==> config.mk <==
export PLATFORM = sky130hd
export DESIGN_NAME = ibuffer
export DESIGN_NICKNAME = d
export VERILOG_FILES = /design/src/rtl/ibuffer_pkg.sv /design/src/rtl/ibuffer.sv
export SDC_FILE = /design/constraint.sdc
export NUM_CORES = 1
export LEC_CHECK = 0
export BUFFER_PORTS_ARGS = -buffer_cell sky130_fd_sc_hd__clkbuf_2
export CELL_PAD_IN_SITES_DETAIL_PLACEMENT = 1
export CELL_PAD_IN_SITES_GLOBAL_PLACEMENT = 1
export CORE_ASPECT_RATIO = 0.5
export CORE_MARGIN = 4
export CORE_UTILIZATION = 30
export CTS_BUF_LIST = sky130_fd_sc_hd__clkbuf_16
export CTS_CLUSTER_DIAMETER = 50
export DETAILED_ROUTE_END_ITERATION = 7
export HOLD_SLACK_MARGIN = 0.06
export PLACE_DENSITY_LB_ADDON = 0.1
export SLEW_MARGIN = 20
export SYNTH_ARGS = -nofsm -noshare
export SYNTH_HDL_FRONTEND = slang
export SYNTH_SLANG_ARGS = --single-unit
==> constraint.sdc <==
create_clock -name clock -period 36.4 [get_ports clock]
set_clock_uncertainty 0.15 [all_clocks]
set_input_delay 7.28 -clock clock [delete_from_list [all_inputs] [get_ports clock]]
set_output_delay 7.28 -clock clock [all_outputs]
set_load 0.02 [all_outputs]
==> src/rtl/ibuffer_pkg.sv <==
// ibuffer_pkg: shared field widths and the stored instruction-buffer entry.
package ibuffer_pkg;
  localparam int INSTR_W = 32;
  localparam int PC_W = 48;
  localparam int TGT_W = 32;
  typedef struct packed {
    logic [INSTR_W-1:0] inst;
    logic [PC_W-1:0]    pc;
    logic               taken;
    logic [TGT_W-1:0]   target;
  } entry_t;
endpackage

==> src/rtl/ibuffer.sv <==
// ibuffer: circular FIFO between fetch and decode with one-cycle flush.
module ibuffer
  import ibuffer_pkg::*;
#(
  parameter int DEPTH = 8,
  parameter int PTR_W = $clog2(DEPTH)
) (
  input  logic               clock,
  input  logic               reset_n,
  input  logic               ifu_instr_valid,
  output logic               ifu_instr_ready,
  input  logic [INSTR_W-1:0] ifu_inst,
  input  logic [PC_W-1:0]    ifu_pc,
  input  logic               ifu_predicttaken,
  input  logic [TGT_W-1:0]   ifu_predicttarget,
  input  logic               ibuffer_read_en,
  input  logic               flush_valid,
  output logic               fifo_empty,
  output logic               ibuffer_instr_valid,
  output logic [INSTR_W-1:0] ibuffer_inst_out,
  output logic [PC_W-1:0]    ibuffer_pc_out,
  output logic               ibuffer_predicttaken_out,
  output logic [TGT_W-1:0]   ibuffer_predicttarget_out,
  output logic [PTR_W:0]     ibuffer_count
);
  entry_t mem [DEPTH];
  entry_t head;
  logic [PTR_W:0] wptr, rptr;
  logic full, push, pop;
  // Wrap bit disambiguates full from empty when the index bits match
  assign full = (wptr[PTR_W-1:0] == rptr[PTR_W-1:0]) && (wptr[PTR_W] != rptr[PTR_W]);
  assign fifo_empty = wptr == rptr;
  assign ifu_instr_ready = !full;
  assign ibuffer_instr_valid = !fifo_empty;
  assign ibuffer_count = wptr - rptr;
  assign push = ifu_instr_valid && !full && !flush_valid;
  assign pop = ibuffer_read_en && !fifo_empty && !flush_valid;
  always_ff @(posedge clock or negedge reset_n)
    if (!reset_n) begin
      wptr <= '0;
      rptr <= '0;
    end else if (flush_valid) begin
      rptr <= wptr;
    end else begin
      if (push) wptr <= wptr + (PTR_W+1)'(1);
      if (pop) rptr <= rptr + (PTR_W+1)'(1);
    end
  always_ff @(posedge clock)
    if (push) mem[wptr[PTR_W-1:0]] <= {ifu_inst, ifu_pc, ifu_predicttaken, ifu_predicttarget};
  assign head = fifo_empty ? '0 : mem[rptr[PTR_W-1:0]];
  assign ibuffer_inst_out = head.inst;
  assign ibuffer_pc_out = head.pc;
  assign ibuffer_predicttaken_out = head.taken;
  assign ibuffer_predicttarget_out = head.target;
endmodule

==> impl_metrics.env, run 1 <==
export IMPL_syn_inst=1391
export IMPL_nets=1799
export IMPL_portBuffers=237
export IMPL_drc_errors=0
export IMPL_num_io_pins=238
export IMPL_synth_area_leader_cell="edfxtp_1"
export IMPL_syn_nets=1515
export IMPL_start_util_pct=30.35
export IMPL_cts_tree="built"
export IMPL_yosysMostFrequentCell="edfxtp_1"
export IMPL_slew_headroom_pct=30.13
export IMPL_ir_drop_mv=0.09444
export IMPL_area_growth_pct=16.85
export IMPL_grt_setup_unrepaired="no"
export IMPL_status="completed"
export IMPL_synthArstFlopShare_pct=0.8772
export IMPL_cts_root_buf="clkbuf_16"
export IMPL_crit_fanout=43
export IMPL_drtAntennaViolNets=0
export IMPL_worst_hold_path_type="reg2reg"
export IMPL_clkSinkCount=912
export IMPL_synth_edf_count=904
export IMPL_syn_area_um2=34320
export IMPL_grt_max_degree=165
export IMPL_grt_pass1_wl_um=124600
export IMPL_grt_usage_pct=14.36
export IMPL_clk_latency_ns=0.67
export IMPL_syn_area_per_cell_um2=24.68
export IMPL_total_power_uw=3302
export IMPL_grt_pass1_vias=17720
export IMPL_routed_wl_um=85740
export IMPL_row_count=87
export IMPL_final_period_utilization_pct=32.23
export IMPL_path_clk_slew_ns=0.06
export IMPL_power_density_nw_per_um2=82.32
export IMPL_ctsLongestPathBuffers=3
export IMPL_required_ns=28.97
export IMPL_holdBufCountCts=0
export IMPL_p_leak_uw=0.01301
export IMPL_hold_viol=0
export IMPL_die_y_um=247.2
export IMPL_gr_total_overflow=0
export IMPL_vias=15520
export IMPL_cts_resized_gates=0
export IMPL_ys_seq_area_share_pct=79.67
export IMPL_arrival_ns=4.30
export IMPL_drv_cap=0
export IMPL_tightestPinTransition_ns=1.048
export IMPL_dpl_instance_area_um2=37250
export IMPL_ys_warnings_count=0
export IMPL_die_area_um2=120200
export IMPL_finalMaxSlewViolations=0
export IMPL_tns_ns=0
export IMPL_finalCriticalPeriod_ns=11.73
export IMPL_finalInstanceArea_um2=40110
export IMPL_holdWs_ns=0.4176
export IMPL_synth_area_leaders="edfxtp_1 79%, mux4_2 15%, a22o_1 2.9%, dfrtp_1 0.58%, buf_6 0.52%"
export IMPL_netlist_area_leader_share_pct=79.09
export IMPL_crit_type="reg2out"
export IMPL_antenna_found_initial=4
export IMPL_postCtsSetupBuffers=0
export IMPL_synthTopCellsByCount="904 x edfxtp_1, 226 x mux4_2, 113 x a22o_1"
export IMPL_htree_levels=3
export IMPL_hpwl_um=44850
export IMPL_cp_start_kind="register"
export IMPL_numCtsBuffers=90
export IMPL_setup_viol=0
export IMPL_routedWlPerCell_um=26.29
export IMPL_ys_ff_latch=912
export IMPL_synth_ff_type="edfxtp_1"
export IMPL_fmax_ghz=0.08524
export IMPL_synth_cell_types=33
export IMPL_core_area_um2=113100
export IMPL_routabilityCongestion=0.6569
export IMPL_die_w_um=486.4
export IMPL_viasPerCell=4.758
export IMPL_drive_above_1_share_pct=36.46
export IMPL_firstDrtPassIters=4
export IMPL_drtIter0Drc=1157
export IMPL_end_kind="primary output"
-- metal layers --
metal  global-route usage [%]  vias up  wire (um)
met1                    18.12     8534      36370
met2                    25.61      221      45160
met4                    3.059        4       1353
met5                        0        -         40
met3                    2.974      122       2820
li1                         -     6634          -
-- layout by cell type, fill, tap and decap left out, types with 11 or more instances in the layout --
cell type / instances
a22o_1: 113
buf_4: 26
clkbuf_16: 92
clkbuf_2: 237
clkinv_1: 18
clkinv_2: 16
edfxtp_1: 904
inv_1: 26
mux4_2: 226
nand2_1: 11
-- final timing paths --
kind / startpoint / to / slack (ns) / depth (start not counted)
worst min register to register: wptr[3]$_DFFE_PN0P_ / wptr[3]$_DFFE_PN0P_ / 0.42 / 1
worst max-delay path: rptr[0]$_DFFE_PN0P_ / ibuffer_inst_out[5] / 24.67 / 5
max in group asynchronous: reset_n / rptr[0]$_DFFE_PN0P_ / 29.58 / 1
worst min-delay path: wptr[3]$_DFFE_PN0P_ / wptr[3]$_DFFE_PN0P_ / 0.42 / 1
min in group asynchronous: reset_n / rptr[1]$_DFFE_PN0P_ / 6.30 / 1
worst max register to register: rptr[0]$_DFFE_PN0P_ / mem[5][65]$_DFFE_PP_ / 31.06 / 7
-- cell type report --
type	count	area (um^2)
diodes	1	2.502
clock buffers	92	2302
clock inverters	72	505.5
fillers	10820	72990
inverters	9	41.29
multi-input cells	393	6526
flip-flops and latches	912	27350
well taps	1513	1893
repair buffers	269	1483
-- state kept, by name (all words and copies together) (netlist names) --
register and count:
wptr 4, mem 904, rptr 4
-- critical path, stage by stage, from the launching register on --
cell,delay (ns)
dfrtp_4,0.96
buf_4,0.82
buf_4,0.71
mux4_2,0.59
a22o_1,0.29
clkbuf_2,0.17
-- kinds of logic after synthesis --
kind of cell | synth area share, %
flops | 79.67
mux | 14.83
compound gates | 3.084
buf+inv | 1.436
simple gates | 0.4885
xor+xnor | 0.2515
fa+ha+maj | 0.2406
-- stage by stage --
stage                     worst slack [ns]  util (%)  instances
final                                24.67     35.46       3261
after global routing                 24.20     35.46       3261
after CTS                            24.34     35.41       3258
after detailed placement             24.85     32.93       3094
after global placement               24.84     32.93       3094
after floorplan                      16.96         -       1391
-- power by group --
part | internal, uW | switching [uW]
combinational | 438 | 681
clock | 496 | 398
sequential | 1240 | 44.3
total | 2180 | 1120
(Power assumes the default switching activity.)
==> inputs of run 2 (changes only) <==
Settings changed: ABC_AREA set to 1.
Clock period 36.4 ns to 10.1 ns, I/O delays scaled along.
==> run 2 against run 1 <==
  * First-iteration DRC count grew 14%
  * Utilization is 0.18 points lower
  * Design area rose by 12%
  * Sequential power rose to 3.6 times the previous value
  * Non-clock buffer count grew 9
  * Register-to-register slack worse by 26 ns
  * Highest routed layer is now met4
  * Clock power grew to 4.2 times the previous value
  * Total power grew to 4.1 times the previous value
  * Cell count increased by 73%
  * Sequential share of layout area fell by 7.1 points
  * Sequential cell count unchanged
  * Critical path type unchanged
==> impl_metrics.env, run 2 <==
export IMPL_hpwl_um=59020
export IMPL_critical_path_max_stage_delay_ns=0.90
export IMPL_gr_total_overflow=0
export IMPL_slew_headroom_pct=19.40
export IMPL_syn_area_um2=38660
export IMPL_p_leak_uw=0.01891
export IMPL_synth_area_leader_cell="edfxtp_1"
export IMPL_netlist_area_leader_share_pct=70.22
export IMPL_clkSinkCount=912
export IMPL_finalMaxSlewViolations=0
export IMPL_m1WireLength_um=52470
export IMPL_slowest_stage="dfrtp_4"
export IMPL_ys_ff_latch=912
export IMPL_synth_edf_count=904
export IMPL_status="completed"
export IMPL_ys_warnings_count=0
export IMPL_yosysMostFrequentCell="nand2_1"
export IMPL_worstHoldPathCells=2
export IMPL_path_depth=9
export IMPL_worst_hold_path_type="reg2reg"
export IMPL_routabilityCongestion=0.7118
export IMPL_mostFrequentLayoutCells="1388 x nand2_1, 904 x edfxtp_1, 477 x inv_1"
export IMPL_cp_num_buf_inv=3
export IMPL_power_density_nw_per_um2=299.7
export IMPL_ir_drop_mv=0.2905
export IMPL_ys_seq_area_share_pct=70.73
export IMPL_top_layer_used="met4"
export IMPL_cts_tree="built"
export IMPL_numCtsBuffers=100
export IMPL_cp_start_kind="register"
export IMPL_synthArstFlopShare_pct=0.8772
export IMPL_wl_met2_um=57540
export IMPL_firstDrtPassIters=5
export IMPL_row_count=92
export IMPL_hold_viol=0
export IMPL_antenna_found_initial=3
export IMPL_dr_wl_met3_um=2648
export IMPL_fmax_ghz=0.1498
export IMPL_grt_setup_unrepaired="no"
export IMPL_finalCriticalPeriod_ns=6.677
export IMPL_required_ns=7.93
export IMPL_syn_area_per_cell_um2=10.53
export IMPL_drive_above_1_share_pct=11.27
export IMPL_die_area_um2=135000
export IMPL_die_y_um=261.8
export IMPL_crit_type="reg2out"
export IMPL_path_clk_slew_ns=0.06
export IMPL_synth_ff_type="edfxtp_1"
export IMPL_drtIter0Drc=1317
export IMPL_crit_fanout=69
export IMPL_grt_pass1_vias=26920
export IMPL_cts_resized_gates=0
export IMPL_clk_latency_ns=0.69
export IMPL_tns_ns=0
export IMPL_synthTopCellsByCount="1388 x nand2_1, 904 x edfxtp_1, 461 x inv_1"
export IMPL_postCtsSetupBuffers=0
export IMPL_htree_levels=3
export IMPL_final_common_cell="nand2_1"
export IMPL_routed_wl_um=114800
export IMPL_syn_inst=3672
export IMPL_vias=25750
export IMPL_num_io_pins=238
export IMPL_synth_cell_types=23
export IMPL_core_area_um2=127000
export IMPL_start_util_pct=30.45
export IMPL_grt_pass1_wl_um=171700
export IMPL_portBuffers=237
export IMPL_syn_nets=3796
export IMPL_holdWs_ns=0.4075
export IMPL_synth_area_leaders="edfxtp_1 70%, nand2_1 13%, nand3_1 4.5%, inv_1 4.5%, nor2_1 2.3%"
export IMPL_tightestPinTransition_ns=1.209
export IMPL_setup_viol=0
export IMPL_drtAntennaViolNets=0
export IMPL_nets=3988
export IMPL_drc_errors=0
export IMPL_die_w_um=515.7
export IMPL_holdBufCountCts=0
export IMPL_ctsLongestPathBuffers=3
export IMPL_grt_usage_pct=16.94
export IMPL_worstPathCellList="inv_6, ha_1, nand2_1, nor2_1, nand2_8, buf_4, nand2_1, nor2_1, clkbuf_2"
export IMPL_largest_reg_flops=904
export IMPL_viasPerCell=4.561
export IMPL_grt_max_degree=191
export IMPL_arrival_ns=4.51
export IMPL_cts_root_buf="clkbuf_16"
export IMPL_end_kind="primary output"
export IMPL_routedWlPerCell_um=20.33
export IMPL_area_growth_pct=15.88
export IMPL_crit_family="buffers and inverters"
export IMPL_drv_cap=0
export IMPL_final_period_utilization_pct=66.11
export IMPL_reg2reg_depth=9
## run 2: changes by cell type after synthesis, moves of 10 or more
| cell | before | now |
|---|---|---|
| mux4_2 | 226 | 0 |
| a22o_1 | 113 | 0 |
| nand2_1 | 11 | 1388 |
| buf_2 | 32 | 106 |
| nand3_1 | 1 | 351 |
| inv_1 | 8 | 461 |
| clkbuf_1 | 26 | 36 |
| buf_1 | 1 | 23 |
| nor2_1 | 2 | 233 |
| a21oi_1 | 2 | 114 |
## run 2: layout make-up
cell class | instances | area, um^2
clock inverters | 84 | 777.0
fillers | 14040 | 82170
well taps | 1692 | 2117
multi-input cells | 2107 | 8655
inverters | 465 | 1763
diodes | 4 | 10.01
repair buffers | 278 | 1544
clock buffers | 103 | 2577
flip-flops and latches | 912 | 27360
## run 2: power by group
part,total [uW],switching [uW],internal [uW]
clock network,3790,1600,2190
registers,4640,172,4470
logic,5000,3680,1310
## run 2: worst paths after layout
path | start | slack (ns) | end
min | wptr[3]$_DFFE_PN0P_ | 0.41 | wptr[3]$_DFFE_PN0P_
max | rptr[1]$_DFFE_PN0P_ | 3.42 | ibuffer_pc_out[8]
max reg2reg | rptr[1]$_DFFE_PN0P_ | 4.93 | mem[6][89]$_DFFE_PP_
min reg2reg | wptr[3]$_DFFE_PN0P_ | 0.41 | wptr[3]$_DFFE_PN0P_
max in group asynchronous | reset_n | 8.54 | rptr[1]$_DFFE_PN0P_
min in group asynchronous | reset_n | 1.03 | wptr[3]$_DFFE_PN0P_
## run 2: metal layers
layer	track usage [%]	vias to the layer above
met4	3.711	0
li1	-	12290
met2	30.19	251
met1	21.98	13070
met3	2.398	133
met5	0	-
## run 2: worst reg2reg max path, stage by stage, from the launching register on
cell and delay, ns:
dfrtp_4 0.90, inv_6 0.45, ha_1 0.49, nand2_1 0.07
nor2_1 0.10, nand3_1 0.19, nand3_1 0.39, nor2_4 0.73
buf_4 0.53, buf_4 0.75
## run 2: stage by stage
step	setup WS [ns]	cells	power, uW	area [um^2]	util (%)
6_report	3.423	5645	13430	44800	35.29
4_1_cts	3.320	5641	13760	44790	35.28
5_1_grt	3.034	5643	14350	44800	35.28
3_5_place_dp	4.111	5454	9910	41440	32.64
3_3_place_gp	4.138	5454	9864	41440	32.64
2_1_floorplan	-0.8511	3672	8020	38660	-
## run 2: logic make-up after synthesis
group	after synthesis	share of synthesized area (%)
DFF	912	70.73
and+or+nand+nor	1978	20.37
adders and majority gates	6	0.2136
AOI/OAI and AO/OA	119	1.540
buffers and inverters	653	7.052
xor gates and xnor gates	4	0.09063
==> inputs of run 3 (changes only) <==
Settings changed: ABC_AREA 1 to 0.
Clock period 10.1 ns to 5.4 ns, I/O delays scaled along.
==> run 3 against run 2 <==
  * Design area fell by 9.7%
  * Count of clock-buffer cells in the layout is 10 lower
  * First-iteration DRC count fell by 30%
  * Utilization increased by 0.48 points
  * Via count fell by 40%
  * Combinational power up 56%
  * Non-clock buffer count shrank 1
  * Cell count is 42% lower
  * Wire length is 25% lower
  * Total power grew 67%
  * Largest power group is now sequential cells
==> impl_metrics.env, run 3 (synthesis gave the netlist of run 1 again) <==
export IMPL_drtAntennaViolNets=0
export IMPL_p_sw_uw=7568
export IMPL_antenna_found_initial=4
export IMPL_cp_start_kind="register"
export IMPL_required_ns=4.17
export IMPL_grt_max_degree=139
export IMPL_finalInstanceArea_um2=40450
export IMPL_busiest_layer="met2"
export IMPL_cts_resized_gates=0
export IMPL_area_sequential_um2=27350
export IMPL_crit_family="simple AND/OR/NAND/NOR gates"
export IMPL_dpl_instance_area_um2=37620
export IMPL_place_inst=3103
export IMPL_finalNonFillerCells=3273
export IMPL_slew_headroom_pct=33.57
export IMPL_switching_share_pct=33.82
export IMPL_grt_setup_unrepaired="no"
export IMPL_worst_slack_ns=0.6163
export IMPL_vias=15560
export IMPL_routed_wl_um=85900
export IMPL_grt_pass1_vias=17770
export IMPL_ir_drop_mv=0.4256
export IMPL_grt_util_met1_pct=17.90
export IMPL_drtIter0Drc=922
export IMPL_ctsLongestPathBuffers=3
export IMPL_postCtsSetupBuffers=0
export IMPL_drive_above_1_share_pct=36.75
export IMPL_finalCriticalPeriod_ns=4.784
export IMPL_gr_total_overflow=0
export IMPL_final_common_cell="edfxtp_1"
export IMPL_cp_num_buf_inv=3
export IMPL_p_int_uw=14810
export IMPL_die_y_um=247.2
export IMPL_area_growth_pct=17.86
export IMPL_start_util_pct=30.35
export IMPL_fill_cells=10780
export IMPL_multiInputGateArea_um2=6588
export IMPL_cts_tree="built"
export IMPL_holdBufCountCts=0
export IMPL_use_met3_pct=2.974
export IMPL_crit_type="reg2out"
export IMPL_drc_errors=0
export IMPL_critical_path_max_stage_delay_ns=0.68
export IMPL_pwr_share_comb_pct=35.0
export IMPL_largest_reg_flops=904
export IMPL_grt_pass1_wl_um=124700
export IMPL_clk_latency_ns=0.65
export IMPL_p_leak_uw=0.01314
export IMPL_drv_cap=0
export IMPL_die_w_um=486.4
export IMPL_hpwl_um=44900
export IMPL_die_area_um2=120200
export IMPL_routabilityCongestion=0.6758
export IMPL_tightestPinTransition_ns=0.9965
export IMPL_setup_viol=0
export IMPL_htree_levels=3
export IMPL_mostFrequentLayoutCells="904 x edfxtp_1, 237 x clkbuf_2, 226 x mux4_2"
export IMPL_clkPwrFrac_pct=26.8
export IMPL_gr_usage_met2_pct=25.75
export IMPL_worstPathCellList="ha_1, and3_4, nand2b_4, inv_4, nor2_8, buf_12, a22o_1, clkbuf_2"
export IMPL_cts_root_buf="clkbuf_16"
export IMPL_numCtsBuffers=90
export IMPL_firstDrtPassIters=4
export IMPL_status="completed"
export IMPL_crit_fanout=54
export IMPL_hold_viol=0
export IMPL_post_place_ws_ns=1.220
export IMPL_worst_hold_path_type="in2async"
export IMPL_path_clk_slew_ns=0.06
export IMPL_finalMaxSlewViolations=0
export IMPL_portBuffers=237
export IMPL_grt_usage_pct=14.39
export IMPL_final_period_utilization_pct=88.59
export IMPL_core_area_um2=113100
export IMPL_arrival_ns=3.55
export IMPL_end_kind="primary output"
export IMPL_sequentialPowerShare_pct=38.2
export IMPL_power_density_nw_per_um2=553.2
export IMPL_nets=1807
export IMPL_clkSinkCount=912
export IMPL_row_count=87
export IMPL_viasPerCell=4.755
export IMPL_fmax_ghz=0.2090
export IMPL_num_io_pins=238
export IMPL_routedWlPerCell_um=26.25
export IMPL_slowest_stage="dfrtp_1"
run 3: changes by cell type in the layout (fill, tap and decap cells not counted), sizes merged, moves of 6 or more:
cell	change
inv	-457
a22o	+113
clkbuf	-10
bufinv	-8
nand3	-350
nor2	-229
clkinv	-6
nand2	-1378
a21oi	-112
mux4	+226
run 3: path summary, 6_finish.rpt:
check                               startpoint              endpoint  slack [ns]  cells past startpoint
hold / removal                         reset_n   rptr[3]$_DFFE_PN0P_        0.12                      1
max in group asynchronous              reset_n   rptr[0]$_DFFE_PN0P_        4.76                      1
hold reg to reg            wptr[3]$_DFFE_PN0P_   wptr[3]$_DFFE_PN0P_        0.42                      1
setup reg to reg           wptr[2]$_DFFE_PN0P_  mem[7][57]$_DFFE_PP_        1.67                      6
setup / recovery           wptr[2]$_DFFE_PN0P_    ibuffer_pc_out[24]        0.62                      8
min in group clock         wptr[3]$_DFFE_PN0P_   wptr[3]$_DFFE_PN0P_        0.42                      1
run 3: routing by layer:
| metal | share of wire, % | vias to the layer above |
|---|---|---|
| met4 | 2.0 | 0 |
| met5 | 0 | - |
| met1 | 42 | 8588 |
| met2 | 53 | 210 |
| li1 | - | 6646 |
| met3 | 3.1 | 119 |
run 3: layout make-up:
class	count	area share (%)
Tap cell	1513	4.680
Inverter	9	0.1021
Multi-Input combinational cell	393	16.28
Antenna cell	5	0.03093
Timing Repair Buffer	277	4.401
Clock buffer	93	5.753
Clock inverter	71	1.132
Sequential cell	912	67.62
run 3: per-stage QoR:
step | TNS (ns) | hold slack (ns) | power, uW | util, %
6_report | 0 | 0.1189 | 22380 | 35.77
5_1_grt | 0 | 0.06634 | 23620 | 35.76
4_1_cts | 0 | 0.06269 | 22980 | 35.73
3_5_place_dp | 0 | 0.4096 | 16850 | 33.27
3_3_place_gp | 0 | 0.3917 | 16740 | 33.25
2_1_floorplan | -440.82 | 0.3719 | 14030 | -
run 3: power groups by stage:
stage	sequential, uW	clock (uW)	combinational [uW]
6_report	8560	6000	7820
3_5_place_dp	8720	0	8130
3_3_place_gp	8670	0	8070
2_1_floorplan	8690	0	5340
4_1_cts	8570	6250	8160
5_1_grt	8600	6570	8450
